File: src/rtl/bip_pkg.sv
`default_nettype none
// ============================================================================
//  Module      : bip_pkg
//  Description : Shared opcode, mux-select and state encodings for the
//                16-bit accumulator processor control path.
//  Revision    : 1.0 - initial release
// ============================================================================
package bip_pkg;

    localparam int OPC_W   = 5;
    localparam int OPND_W  = 11;
    localparam int OPC_LSB = OPND_W;

    localparam logic [OPC_W-1:0] OP_HLT  = 5'b00000;
    localparam logic [OPC_W-1:0] OP_STO  = 5'b00001;
    localparam logic [OPC_W-1:0] OP_LD   = 5'b00010;
    localparam logic [OPC_W-1:0] OP_LDI  = 5'b00011;
    localparam logic [OPC_W-1:0] OP_ADD  = 5'b00100;
    localparam logic [OPC_W-1:0] OP_ADDI = 5'b00101;
    localparam logic [OPC_W-1:0] OP_SUB  = 5'b00110;
    localparam logic [OPC_W-1:0] OP_SUBI = 5'b00111;

    localparam logic [1:0] SELA_MEM = 2'd0;
    localparam logic [1:0] SELA_EXT = 2'd1;
    localparam logic [1:0] SELA_ALU = 2'd2;

    typedef enum logic [1:0] {
        ST_IDLE  = 2'd0,
        ST_FETCH = 2'd1,
        ST_EXEC  = 2'd2,
        ST_HALT  = 2'd3
    } state_t;

    typedef struct packed {
        logic [1:0] sel_a;
        logic       sel_b;
        logic       alu_sub;
        logic       wr_acc;
        logic       mem_rd;
        logic       mem_wr;
        logic       halt;
    } dec_t;

endpackage
`default_nettype wire

File: src/rtl/bip_decoder.sv
`default_nettype none
// ============================================================================
//  Module      : bip_decoder
//  Description : Combinational opcode decoder producing raw datapath controls.
//  Revision    : 1.0 - initial release
// ============================================================================
module bip_decoder
    import bip_pkg::*;
(
    input  logic [OPC_W-1:0] opcode,
    output dec_t             ctrl
);

    always_comb begin
        ctrl = '0;
        case (opcode)
            OP_HLT:  ctrl.halt = 1'b1;
            OP_STO:  ctrl.mem_wr = 1'b1;
            OP_LD: begin
                ctrl.mem_rd = 1'b1;
                ctrl.sel_a  = SELA_MEM;
                ctrl.wr_acc = 1'b1;
            end
            OP_LDI: begin
                ctrl.sel_a  = SELA_EXT;
                ctrl.wr_acc = 1'b1;
            end
            OP_ADD, OP_SUB: begin
                ctrl.mem_rd  = 1'b1;
                ctrl.sel_a   = SELA_ALU;
                ctrl.sel_b   = 1'b0;
                ctrl.alu_sub = (opcode == OP_SUB);
                ctrl.wr_acc  = 1'b1;
            end
            OP_ADDI, OP_SUBI: begin
                ctrl.sel_a   = SELA_ALU;
                ctrl.sel_b   = 1'b1;
                ctrl.alu_sub = (opcode == OP_SUBI);
                ctrl.wr_acc  = 1'b1;
            end
            // Unassigned opcodes stop the machine rather than run garbage.
            default: ctrl.halt = 1'b1;
        endcase
    end

endmodule
`default_nettype wire

File: src/rtl/bip_sequencer.sv
`default_nettype none
// ============================================================================
//  Module      : bip_sequencer
//  Description : Fetch/execute control unit sequencing instruction memory,
//                data memory and the accumulator/ALU datapath.
//  Revision    : 1.0 - initial release
// ============================================================================
module bip_sequencer
    import bip_pkg::*;
#(
    parameter int PC_W    = 11,
    parameter int INSTR_W = 16,
    parameter int CYC_W   = 16
) (
    input  logic               i_clock,
    input  logic               i_reset_n,
    input  logic               i_start,
    output logic               o_imem_req,
    output logic [PC_W-1:0]    o_imem_addr,
    input  logic               i_imem_valid,
    input  logic [INSTR_W-1:0] i_imem_data,
    output logic [PC_W-1:0]    o_operand,
    output logic [1:0]         o_sel_a,
    output logic               o_sel_b,
    output logic               o_alu_sub,
    output logic               o_wr_acc,
    output logic               o_dmem_req,
    output logic               o_dmem_we,
    input  logic               i_dmem_ready,
    output logic               o_halt,
    output logic [CYC_W-1:0]   o_icount
);

    state_t              r_state;
    state_t              w_next_state;
    logic [PC_W-1:0]     r_pc;
    logic [INSTR_W-1:0]  r_ir;
    logic [CYC_W-1:0]    r_icount;
    dec_t                w_dec;
    logic                w_load_ir;
    logic                w_retire;
    logic                w_pc_inc;

    bip_decoder u_decoder (
        .opcode (r_ir[INSTR_W-1 -: OPC_W]),
        .ctrl   (w_dec)
    );

    always_ff @(posedge i_clock or negedge i_reset_n) begin
        if (!i_reset_n) begin
            r_state  <= ST_IDLE;
            r_pc     <= '0;
            r_ir     <= '0;
            r_icount <= '0;
        end else begin
            r_state <= w_next_state;
            if (w_load_ir) begin
                r_ir <= i_imem_data;
            end
            if (w_pc_inc) begin
                r_pc <= r_pc + 1'b1;
            end
            if (w_retire && (r_icount != '1)) begin
                r_icount <= r_icount + 1'b1;
            end
        end
    end

    always_comb begin
        w_next_state = r_state;
        w_load_ir    = 1'b0;
        w_retire     = 1'b0;
        w_pc_inc     = 1'b0;
        o_imem_req   = 1'b0;
        o_dmem_req   = 1'b0;
        o_dmem_we    = 1'b0;
        o_wr_acc     = 1'b0;
        o_sel_a      = SELA_MEM;
        o_sel_b      = 1'b0;
        o_alu_sub    = 1'b0;
        o_halt       = 1'b0;
        case (r_state)
            ST_IDLE: begin
                if (i_start) begin
                    w_next_state = ST_FETCH;
                end
            end
            ST_FETCH: begin
                o_imem_req = 1'b1;
                if (i_imem_valid) begin
                    w_load_ir    = 1'b1;
                    w_next_state = ST_EXEC;
                end
            end
            ST_EXEC: begin
                if (w_dec.halt) begin
                    w_retire     = 1'b1;
                    w_next_state = ST_HALT;
                end else begin
                    o_sel_a   = w_dec.sel_a;
                    o_sel_b   = w_dec.sel_b;
                    o_alu_sub = w_dec.alu_sub;
                    if (w_dec.mem_rd || w_dec.mem_wr) begin
                        o_dmem_req = 1'b1;
                        o_dmem_we  = w_dec.mem_wr;
                        // Memory ops retire only on the cycle the access completes.
                        if (i_dmem_ready) begin
                            o_wr_acc     = w_dec.wr_acc;
                            w_retire     = 1'b1;
                            w_pc_inc     = 1'b1;
                            w_next_state = ST_FETCH;
                        end
                    end else begin
                        o_wr_acc     = w_dec.wr_acc;
                        w_retire     = 1'b1;
                        w_pc_inc     = 1'b1;
                        w_next_state = ST_FETCH;
                    end
                end
            end
            ST_HALT: begin
                o_halt = 1'b1;
            end
            default: begin
                w_next_state = ST_IDLE;
            end
        endcase
    end

    assign o_imem_addr = r_pc;
    assign o_operand   = r_ir[PC_W-1:0];
    assign o_icount    = r_icount;

endmodule
`default_nettype wire
File: config.mk
export PLATFORM = sky130hd
export DESIGN_NAME = bip_sequencer
export DESIGN_NICKNAME = d
export VERILOG_FILES = /design/src/rtl/bip_pkg.sv /design/src/rtl/bip_decoder.sv /design/src/rtl/bip_sequencer.sv
export SDC_FILE = /design/constraint.sdc
export NUM_CORES = 1
export LEC_CHECK = 0
export CELL_PAD_IN_SITES_DETAIL_PLACEMENT = 0
export CELL_PAD_IN_SITES_GLOBAL_PLACEMENT = 1
export CORE_UTILIZATION = 40
export CTS_BUF_LIST = sky130_fd_sc_hd__clkbuf_2
export DETAILED_ROUTE_END_ITERATION = 8
export GPL_TIMING_DRIVEN = 0
export PLACE_DENSITY = 0.9
export SLEW_MARGIN = 0
export SYNTH_ARGS = -nofsm -noshare
export SYNTH_HDL_FRONTEND = slang
export SYNTH_SLANG_ARGS = --single-unit
export TNS_END_PERCENT = 100
File: constraint.sdc
create_clock -name i_clock -period 3.9 [get_ports i_clock]
set_input_delay 0.585 -clock i_clock [delete_from_list [all_inputs] [get_ports i_clock]]
set_output_delay 0.585 -clock i_clock [all_outputs]
set_load 0.01 [all_outputs]
Word-level counts from Yosys, hierarchy flattened:

Cells that the tools add are included.

* register bits after elaboration: 45
* output and inout port bits: 47

* add/sub/neg operators: 2
* reduce and logical (&&, ||, !) cells: 11
* equal/unequal tests: 14
* muxes and demuxes: 37

Operator list (count)
* $mux W1: 27
* $eq A5 B3 Y1 const B: 4
* $add A16 B1 Y16 const B: 1
* $ne A16 B16 Y1 const B: 1
* $mux W2: 7
* $add A11 B1 Y11 const B: 1
* $eq A5 B2 Y1 const B: 2
* $pmux W2 S2: 2
* $reduce_or A7 Y1: 1
* $pmux W2 S3: 1
* $reduce_or A6 Y1: 1
* $eq A5 B1 Y1 const B: 1
* $eq A2 B2 Y1 const B: 2
* $ne A2 B2 Y1 const B: 2
* $ne A4 B4 Y1 const B: 1
* $reduce_and A4 Y1: 1
* $reduce_or A2 Y1: 2
* $reduce_or A4 Y1: 1
* $reduce_bool A3 Y1: 1
* $reduce_or A3 Y1: 1
* $eq A2 B1 Y1 const B: 1
* $logic_not A2 Y1: 1
* $logic_and A1 B1 Y1: 1
* $logic_or A1 B1 Y1: 1

Longest topological paths before layout:

Gate-level depths: netlist of the first run.

* depth in word-level cells: 8
* gate-level depth with buffers: 8
* gate-level depth less buffers: 7

Modules after synthesis:

A second synthesis of the first run with hierarchy kept.

* cell total of the unflattened synthesis: 201
* area total of the unflattened synthesis: 2348.5 sq um

By module, submodules not included
* bip_sequencer: area an instance 2279.7 sq um, cells each 191, times used 1, seq. area each 1126.1 sq um
* bip_decoder: area an instance 68.8 sq um, cells each 10, times used 1, seq. area each 0.0 sq um

Worst setup path before layout of the first run:

OpenSTA, ideal clock, no wires.

* kind: register -> register
* start point: register r_state[0]
* end point: register r_pc[8] (netlist: o_imem_addr[8])
* required time: 3.775 ns
* clock period less this slack: 2.011 ns
* library setup time: 0.125 ns
* stages on the path, launching flop included: 9
* slack: 1.889 ns
* arrival: 1.886 ns
* cells stage by stage: dfrtp_1 -> inv_1 -> ha_1 -> or3b_1 -> a211oi_2 -> and2_0 -> buf_2 -> nand4_1 -> xnor2_1

* longest elaborated chain between the ends: 2

RTL lines
* start, declared: line bip_sequencer.sv:34 `state_t r_state;`
* start signal, assigned: line bip_sequencer.sv:56 `r_state <= w_next_state;`
* $eq A2 B2 Y1: line bip_sequencer.sv:82 `case (r_state)`
* $mux W1: line bip_sequencer.sv:82
* end signal, assigned: line bip_sequencer.sv:61 `r_pc <= r_pc + 1'b1;`
* end, declared: line bip_sequencer.sv:36 `logic [PC_W-1:0] r_pc;`

Every way passes these cells.
A chain may end at the register's enable or synchronous reset.

Worst setup path after layout of the first run:

* start point: register r_state[0]
* end point: output o_sel_a[0]

* longest elaborated chain between the ends: 2

RTL lines
* $eq A2 B2 Y1: line bip_sequencer.sv:82
* $mux W2: line bip_sequencer.sv:82
* end, declared: line bip_sequencer.sv:23 `output logic [1:0] o_sel_a,`

Every way passes these cells.

==> results of run 1 <==
-- layout make-up --
| cell class | instances | area share [%] |
|---|---|---|
| plain buffers | 15 | 3.74 |
| clock buffers | 6 | 0.986 |
| multi-input cells | 124 | 31.5 |
| flip-flops and latches | 45 | 37.0 |
| repair buffers | 69 | 22.9 |
| well taps | 70 | 2.88 |
| inverters | 6 | 0.740 |
| clock inverters | 2 | 0.329 |
-- cell families (layout without fill, tap and decap cells) --
kind of cell / Yosys count / in the layout / synth area share, %
and+or+nand+nor: 60 / 60 / 15.0
DFF: 45 / 45 / 50.7
muxes: 22 / 22 / 11.2
xor gates and xnor gates: 21 / 21 / 8.28
buffers and inverters: 21 / 98 / 6.14
AOI/OAI and AO/OA: 14 / 14 / 4.68
adders and majority gates: 7 / 7 / 3.94
-- metrics by stage --
step	total power [W]	util [%]	instances	instance area [sq um]
finish	0.000691	58.1	337	3040
CTS	0.000705	58.1	337	3040
floorplan	0.000476	-	190	2220
global route	0.000723	58.1	337	3040
global placement	0.000506	56.9	327	2980
detailed placement	0.000508	57.2	328	2990
-- where the power goes --
part / internal, W / switching (W)
registers: 0.000467 / 0
logic: 0.0000198 / 0.0000127
clock network: 0.0000451 / 0.000146
-- critical path, stage by stage (launching register included) --
cell,delay [ps]
dfrtp_1,460
inv_1,120
ha_1,250
inv_1,110
nor3_1,320
nand2_1,140
nor3b_1,220
clkdlybuf4s50_1,570
-- worst min path at each step --
stage / slack, ps / cells past startpoint / start / endpoint
floorplan: 290 / 0 / i_reset_n / o_icount[0]
global placement: 460 / 1 / o_imem_addr[10] / o_imem_addr[10]
detailed placement: 460 / 1 / o_imem_addr[10] / o_imem_addr[10]
CTS: 500 / 1 / o_imem_addr[10] / o_imem_addr[10]
global route: 530 / 1 / o_imem_addr[6] / o_imem_addr[6]
finish: 490 / 1 / o_imem_addr[10] / o_imem_addr[10]
-- synth_stat cells, types with 4 or more instances --
cell and instances:
nand2_1 14, buf_4 11, ha_1 7, and3_1 6, inv_1 6, xor2_1 5, mux2_2 19, nor3_1 7
nand3_1 8, nand4_1 6, nor2_1 5, dfrtp_1 45, xnor2_1 16, o21ai_0 4
-- per-layer routing --
layer	global-route usage [%]	wire [um]	share of wire (%)
met1	19.8	2050	46
met5	0	0	0
met2	26.8	2090	47
met4	4.81	61	1.4
met3	4.55	219	5.0
-- registers in the layout, indices dropped and copies added (netlist names) --
signal / cells
r_state: 2
o_imem_addr: 11
o_icount: 16
r_ir: 16
-- repair_timing --
action / CTS / global route
hold buffers: 1 / 0
hold endpoints to repair: 2 / 0
endpoints found under the setup margin: 0 / 0
-- placed cells by master (no fill, tap or decap), types with 7 or more instances in the layout --
cell type         n
nand2_1          14
buf_4            11
nor3_1            7
nand3_1           8
xnor2_1          16
dfrtp_1          45
clkdlybuf4s50_1  66
ha_1              7
mux2_2           19
==> key figures, run 1 <==
Run status
  – Status: finished, final reports clean

Yosys
  – Post-synth cell types: 40
  – Post-synth EDFFs: 0
  – Area of the mapped netlist: about 0.0022 sq mm
  – Yosys top cell by area: dfrtp_1
  – Main flop type after synthesis: dfrtp_1
  – Synth top area cells: dfrtp_1, mux2_2, xnor2_1, ha_1, buf_4
  – Avg Cell Area, Syn: 11.7 sq um
  – Ys Warns: 0
  – Ys async rst share: 100%
  – Synthesis-stage register bit count: 45
  – Sequential share of the synthesized area: 50.7%
  – Synth Instances: 190
  – Yosys top cell area share: 50.7%
  – Synth Net Count: 218

Routing
  – Final wirelength: 4.42 mm
  – DRC Markers: 0
  – Via Count: 1675
  – Via/cell ratio: 4.97
  – Post-DRT Antenna Nets: 0
  – 1st-iter DRT viols: 55
  – 1st-pass router iterations: 4
  – Routed len/inst: ~13 um

Final layout
  – # diodes: 0
  – Layout cells sized above 1: between 10% and 20%
  – Area of the multi-input gates: approximately 960 sq um
  – Fill cells: about 480
  – Seq. cell area: 0.00113 sq mm
  – Area growth, synth to finish: 37.1%
  – Fin nets: a little under 300

STA
  – Relative slew margins: 62.2%
  – Final min period: approximately 3200 ps
  – Hold slack: 491 ps
  – # setup viols final: 0
  – Worst-Margin Slew: 567 ps
  – Setup TNS: 0 ps
  – Final WS setup: about 730 ps
  – Worst Skew: 17.8 ps
  – RSZ-0062 raised after global routing: false
  – Final Hold Fails: 0
  – FMAX: 316 MHz
  – Tcrit/Tclk final: 81.2%
  – Max-slew violations: 0

Setup path
  – Crit path DAT: between 2000 and 3000 ps
  – Flop2flop setup slack: approximately 1600 ps
  – Setup crit start kind: register
  – Critical path origin: r_state[0]
  – Kind of critical path: register to output port
  – Worst setup endpoint: o_sel_a[0]
  – RR Startpoint: r_state[0]
  – Cells on worst reg2reg path: 7
  – Setup crit end kind: output port
  – WP data required: 3310 ps
  – Critical-path maximum fanout: 4
  – Crit Reg-Reg Endpoint: o_imem_addr[5]

Global routing
  – Vias in the first global route: approximately 1.7k
  – GRT Util Overall: ~16%
  – Initial antenna violation count: 0
  – Largest net degree at the start of global routing: 35
  – Global-route wire length before repair: 7.46 mm
  – Overflow after GRT: 0

Clocking
  – PostCTS Resize Cnt: 0
  – Num CTS Buffers: 5
  – Root Driver: clkbuf_2
  – CTS tree: built
  – # Post-CTS Setup Buffers: 0
  – Worst-path clk slew: 230 ps
  – Worst-Skew Late Latency: 410 ps
  – H-tree levels: 2
  – Clk sinks: 45
  – Worst-case clock buffer depth: 2

Flow run
  – Max Cap Viol: 0

Power and ir drop
  – Leak: ~1.3 nW
  – Maximum VDD drop: 0.181 mV
  – Power per cell area: 227 mW/mm^2

Die
  – Std-Cell Rows: 26
  – Die width: 76.5 um
  – Core Region: approximately 0.0052 sq mm
  – Ports: 68
  – Die Area: slightly below 0.006 sq mm
  – Initial core utilization: 42.4%
  – Die height: 76.5 um

Place
  – Place WS: roughly 1200 ps
  – I/O Buffers: 67
  – HPWL Detailed: 3.26 mm
  – Gpl congestion: 0.721

Hold path
  – Worst hold path class: register to register
No activity file was read; power rests on OpenSTA's default activity.
==> inputs of run 2 (changes only) <==
Settings changed: CORE_UTILIZATION 40 to 37, PLACE_DENSITY 0.9 to 0.84.
Clock period 3.9 ns to 3.03 ns, I/O delays scaled along.
==> run 2 against run 1 <==
Compared with the run above:
- first-iteration DRC count shrank 40%
- global-route usage shrank 1.2 points
- critical path depth is the same
- power grew 42%
- die area grew 7.9%
- clock skew shrank 1.4 ps
- utilization shrank 3.4 points
- clock-buffer cell count is the same
- sequential cell count is the same
- largest power group unchanged
==> key figures, run 2 (same netlist as run 1, synthesis figures left out) <==
Setup path
  – Setup crit end kind: output port (unchanged)
  – CP delay by family, top: buffers and inverters (unchanged)
  – Cell repeated most along the worst path: inv_1 (unchanged)
  – Max stage delay on crit path: 570 ps (about the same)
  – Critical-path maximum fanout: 4 (unchanged)
  – Critical-path cell list: inv_1 > ha_1 > inv_1 > nor3_4 > nand2_1 > nor3b_1 > clkdlybuf4s50_1 (was inv_1 > ha_1 > inv_1 > nor3_1 > nand2_1 > nor3b_1 > clkdlybuf4s50_1)
  – Crit path DAT: 2350 ps (was 2580 ps)
  – Kind of critical path: register to output port (unchanged)
  – Critical path's slowest cell: clkdlybuf4s50_1 (unchanged)
  – RR Startpoint: r_state[0] (unchanged)
  – Setup crit start kind: register (unchanged)
  – Critical path origin: r_state[0] (unchanged)
  – Crit path buf inv count: 3 (unchanged)
  – WP data required: 2580 ps (was 3310 ps)

STA
  – Final Hold Fails: 0 (unchanged)
  – Relative slew margins: 64.0% (was 62.2%)
  – Max-slew violations: 0 (unchanged)
  – Worst-Margin Slew: 540 ps (was 567 ps)
  – Final min period: 2810 ps
  – FMAX: 356 MHz
  – Worst Skew: 16.4 ps (was 17.8 ps)
  – # setup viols final: 0 (unchanged)
  – Setup TNS: 0 ps (unchanged)
  – Hold slack: 490 ps (was 491 ps)
  – RSZ-0062 raised after global routing: false (unchanged)
  – Tcrit/Tclk final: 92.7%

Final layout
  – Fin nets: 295 (was 294)
  – # diodes: 0 (unchanged)
  – Layout cells sized above 1: 19.8% (was 19.5%)
  – Most frequent cells in the layout: clkdlybuf4s50_1, dfrtp_1, mux2_2, xnor2_1, nand2_1 (unchanged)
  – Area growth, synth to finish: 39.1% (was 37.1%)
  – Fill cells: 521 (was 478)
  – Commonest non-fill, non-tap cell in the layout: clkdlybuf4s50_1 (unchanged)

Place
  – I/O Buffers: 67 (unchanged)
  – HPWL Detailed: 3.28 mm (was 3.26 mm)
  – Gpl congestion: 0.695 (was 0.721)

Routing
  – Met2 wire len: 2.05 mm (was 2.09 mm)
  – Post-DRT Antenna Nets: 0 (unchanged)
  – Via/cell ratio: 4.88 (was 4.97)
  – 1st-iter DRT viols: 33 (was 55)
  – DRC Markers: 0 (unchanged)
  – Via Count: 1660 (was 1675)
  – Final wirelength: 4.49 mm (was 4.42 mm)
  – Top metal layer carrying routed signals: met4 (unchanged)
  – 1st-pass router iterations: 4 (unchanged)
  – Met3 WL: 239 um (was 219 um)
  – Wl on met1: 2.15 mm (was 2.05 mm)
  – Routed len/inst: 13.2 um (was 13.1 um)

Power and ir drop
  – Clock share of power: 34.2% (was 27.7%)
  – Maximum VDD drop: 0.165 mV (was 0.181 mV)
  – Leak: 1.36 nW (was 1.35 nW)
  – Power per cell area: 317 mW/mm^2 (was 227 mW/mm^2)
  – Combinational Power Share: 4.3% (was 4.7%)
  – Switch share: 21.6% (was 23.0%)
  – Net Sw Power: 0.000211 W (was 0.000159 W)
  – Sequential Power Share: 61.5% (was 67.6%)
  – Internal power: 0.000768 W (was 0.000532 W)

Die
  – Initial core utilization: 39.4% (was 42.4%)
  – Core Region: 0.00564 sq mm (was 0.00524 sq mm)
  – Die width: 79.5 um (was 76.5 um)
  – Die Area: 0.00632 sq mm (was 0.00585 sq mm)
  – Std-Cell Rows: 27 (was 26)
  – Ports: 68 (unchanged)
  – Die height: 79.5 um (was 76.5 um)

Flow run
  – Max Cap Viol: 0 (unchanged)

Clocking
  – CTS tree: built (unchanged)
  – Num CTS Buffers: 5 (unchanged)
  – H-tree levels: 2 (unchanged)
  – Clk sinks: 45 (unchanged)
  – Worst-Skew Late Latency: 410 ps (about the same)
  – Worst-case clock buffer depth: 2 (unchanged)
  – Worst-path clk slew: 220 ps (was 230 ps)
  – Root Driver: clkbuf_2 (unchanged)

Global routing
  – Largest net degree at the start of global routing: 25 (was 35)
  – Overflow after GRT: 0 (unchanged)
  – Initial antenna violation count: 0 (unchanged)
  – Global-route wire length before repair: 7.13 mm (was 7.46 mm)
  – Vias in the first global route: 1521 (was 1659)
  – GRT Util Overall: 14.7% (was 16.0%)

Run status
  – Status: finished, final reports clean (unchanged)

Hold path
  – Worst hold path class: register to register (unchanged)
  – Hold path start: o_imem_addr[10] (unchanged)
## run 2: worst paths after layout
kind                                   endpoint  slack, ps  cells after the start
worst max-delay path                 o_sel_a[0]        220                      7
worst min-delay path            o_imem_addr[10]        490                      1
worst max register to register   o_imem_addr[8]        780                      8
worst min register to register  o_imem_addr[10]        490                      1
max in group asynchronous          o_icount[10]       1980                      3
min in group asynchronous       o_imem_addr[10]        530                      2
## run 2: routing by layer
| layer | GRT usage (%) | up-vias |
|---|---|---|
| li1 | - | 810 |
| met1 | 19.2 | 799 |
| met2 | 23.2 | 45 |
| met3 | 4.11 | 6 |
| met4 | 4.91 | 0 |
| met5 | 0 | - |
## run 2: per-stage QoR
| step | util (%) | setup slack (ps) | area, sq um | instances | power (W) |
|---|---|---|---|---|---|
| floorplan | - | 1020 | 2220 | 190 | 0.000613 |
| global placement | 52.8 | 192 | 2980 | 329 | 0.000652 |
| detailed placement | 53.1 | 507 | 3000 | 330 | 0.000654 |
| CTS | 54.5 | 101 | 3080 | 339 | 0.000999 |
| global route | 54.8 | 8.41 | 3090 | 340 | 0.00102 |
| finish | 54.8 | 221 | 3090 | 340 | 0.000979 |
## run 2: layout make-up
cell class                      count  area (sq um)  area share, %
Multi-Input combinational cell    124           970           31.4
Inverter                            6          22.5          0.729
Clock inverter                      2          33.8           1.09
Tap cell                           72          90.1           2.92
Buffer                             15           114           3.69
Clock buffer                        6          30.0          0.972
Sequential cell                    45          1130           36.5
Timing Repair Buffer               70           703           22.8
## run 2: power groups by stage
stage / clock network (W) / registers [W] / logic [W]
2_1_floorplan: 0 / 0.000612 / 0.000000977
3_3_place_gp: 0 / 0.000612 / 0.0000396
3_5_place_dp: 0 / 0.000612 / 0.0000425
4_1_cts: 0.000353 / 0.000602 / 0.0000437
5_1_grt: 0.000375 / 0.000602 / 0.0000469
6_report: 0.000335 / 0.000602 / 0.0000422
## run 2: timing repair
action	CTS	global route
resized for setup	1	1
setup endpoints to repair	2	2
setup buffers	0	1
hold buffers	1	0
hold endpoints to repair	21	0
==> inputs of run 3 (changes only) <==
Settings changed: MAX_ROUTING_LAYER from default to met4.
==> run 3 against run 2 <==
Compared with the run above:
- worst setup slack improved by 1.3 ps
- die area unchanged
- hold slack is essentially flat
- sequential cell count did not move
- non-clock buffer count unchanged
- power about the same
- utilization is the same
- critical path type unchanged
==> key figures, run 3 (same netlist as run 1, synthesis figures left out) <==
Routing
  – 1st-iter DRT viols: 39 (was 33)
  – Routed len/inst: 13.2 um (about the same)
  – Final wirelength: 4.49 mm (about the same)
  – Post-DRT Antenna Nets: 0 (unchanged)
  – DRC Markers: 0 (unchanged)
  – 1st-pass router iterations: 4 (unchanged)
  – Via/cell ratio: 4.88 (about the same)
  – Via Count: 1659 (was 1660)

Clocking
  – CTS tree: built (unchanged)
  – Worst-case clock buffer depth: 2 (unchanged)
  – Clk sinks: 45 (unchanged)
  – Root Driver: clkbuf_2 (unchanged)
  – Num CTS Buffers: 5 (unchanged)
  – Worst-path clk slew: 220 ps (about the same)
  – H-tree levels: 2 (unchanged)
  – Worst-Skew Late Latency: 410 ps (about the same)

STA
  – Setup TNS: 0 ps (unchanged)
  – Max-slew violations: 0 (unchanged)
  – Worst-Margin Slew: 540 ps (about the same)
  – RSZ-0062 raised after global routing: false (unchanged)
  – Relative slew margins: 64.0% (about the same)
  – # setup viols final: 0 (unchanged)
  – Final Hold Fails: 0 (unchanged)
  – FMAX: 356 MHz (about the same)
  – Final min period: 2810 ps (about the same)
  – Tcrit/Tclk final: 92.7% (about the same)
  – Worst Skew: 16.4 ps (about the same)

Run status
  – Status: finished, final reports clean (unchanged)

Global routing
  – Overflow after GRT: 0 (unchanged)
  – Global-route wire length before repair: 7.13 mm (unchanged)
  – Initial antenna violation count: 0 (unchanged)
  – Largest net degree at the start of global routing: 25 (unchanged)
  – GRT Util Overall: 15.1% (was 14.7%)
  – Vias in the first global route: 1521 (unchanged)

Setup path
  – Setup crit end kind: output port (unchanged)
  – Flop2flop setup slack: 780 ps (about the same)
  – Critical-path cell list: inv_1 > ha_1 > inv_1 > nor3_4 > nand2_1 > nor3b_1 > clkdlybuf4s50_1 (unchanged)
  – Crit Reg-Reg Endpoint: o_imem_addr[8] (unchanged)
  – Critical path's slowest cell: clkdlybuf4s50_1 (unchanged)
  – WP data required: 2580 ps (about the same)
  – Cell repeated most along the worst path: inv_1 (unchanged)
  – Cells on worst reg2reg path: 8 (unchanged)
  – Max stage delay on crit path: 570 ps (about the same)
  – Crit path buf inv count: 3 (unchanged)
  – Kind of critical path: register to output port (unchanged)
  – Critical-path maximum fanout: 4 (unchanged)
  – Setup crit start kind: register (unchanged)
  – Crit path DAT: 2350 ps (about the same)
  – CP delay by family, top: buffers and inverters (unchanged)
  – RR Startpoint: r_state[0] (unchanged)

Die
  – Std-Cell Rows: 27 (unchanged)
  – Die width: 79.5 um (unchanged)
  – Die Area: 0.00632 sq mm (unchanged)
  – Core Region: 0.00564 sq mm (unchanged)
  – Initial core utilization: 39.4% (unchanged)
  – Ports: 68 (unchanged)
  – Die height: 79.5 um (unchanged)

Final layout
  – Fill cells: 521 (unchanged)
  – Commonest non-fill, non-tap cell in the layout: clkdlybuf4s50_1 (unchanged)
  – Most frequent cells in the layout: clkdlybuf4s50_1, dfrtp_1, mux2_2, xnor2_1, nand2_1 (unchanged)
  – Final non-filler cell total: 340 (unchanged)
  – Fin nets: 295 (unchanged)
  – # diodes: 0 (unchanged)
  – Post-route design area: 0.00309 sq mm (unchanged)
  – Area growth, synth to finish: 39.1% (unchanged)
  – Layout cells sized above 1: 19.8% (unchanged)

Place
  – I/O Buffers: 67 (unchanged)
  – Placed inst area: 0.00300 sq mm (unchanged)
  – Gpl congestion: 0.702 (was 0.695)
  – HPWL Detailed: 3.28 mm (unchanged)
  – Placed Instances: 330 (unchanged)

Hold path
  – Worst hold path class: register to register (unchanged)
  – Hold depth: 1 (unchanged)
  – Hold path start: o_imem_addr[10] (unchanged)
  – Hold EP: o_imem_addr[10] (unchanged)

Power and ir drop
  – Total power: 0.000979 W (about the same)
  – Power per cell area: 317 mW/mm^2 (about the same)
  – Leak: 1.36 nW (unchanged)
  – Maximum VDD drop: 0.165 mV (about the same)

Flow run
  – Max Cap Viol: 0 (unchanged)
## run 3: layer usage
metal  wire length, um  track usage, %  share of wire (%)  vias up
met5                 0               -                  0        -
met4                54            4.91                1.2        0
met3               230            3.89                5.1        6
met2              2050            23.2                 46       45
met1              2160            19.4                 48      798
li1                  -               -                  -      810
## run 3: power breakdown
part | total [W] | internal [W] | switching (W) | leakage [nW]
Combinational | 0.0000422 | 0.0000254 | 0.0000168 | 0.717
Clock | 0.000335 | 0.000141 | 0.000195 | 0.0406
Sequential | 0.000602 | 0.000602 | 0 | 0.603
## run 3: worst max path at each step
stage	startpoint	to	slack, ps	depth (start not counted)
3_3_place_gp	i_reset_n	r_ir[9]	190	1
5_1_grt	r_state[0]	o_sel_a[0]	8	7
3_5_place_dp	r_state[0]	o_sel_a[0]	510	7
2_1_floorplan	r_state[0]	o_imem_addr[8]	1020	8
4_1_cts	r_state[0]	o_sel_a[0]	100	7
6_report	r_state[0]	o_sel_a[0]	220	7
## run 3: what timing repair did
| action | CTS | global route |
|---|---|---|
| resized for setup | 1 | 1 |
| hold buffers | 1 | 0 |
| hold endpoints to repair | 21 | 0 |
| endpoints found under the setup margin | 2 | 2 |
| setup buffers | 0 | 1 |
## run 3: final cells by class
class / instances / area (sq um) / area share, %
Tap cell: 72 / 90.1 / 2.92
Sequential cell: 45 / 1130 / 36.5
Timing Repair Buffer: 70 / 703 / 22.8
Buffer: 15 / 114 / 3.69
Clock buffer: 6 / 30.0 / 0.972
Clock inverter: 2 / 33.8 / 1.09
Multi-Input combinational cell: 124 / 970 / 31.4
Inverter: 6 / 22.5 / 0.729
## run 3: metrics by stage
step / hold WS, ps / setup slack, ps / util [%]
2_1_floorplan: 159 / 1020 / -
3_3_place_gp: 461 / 192 / 52.8
3_5_place_dp: 468 / 507 / 53.1
4_1_cts: 495 / 101 / 54.5
5_1_grt: 503 / 8.41 / 54.8
6_report: 490 / 222 / 54.8
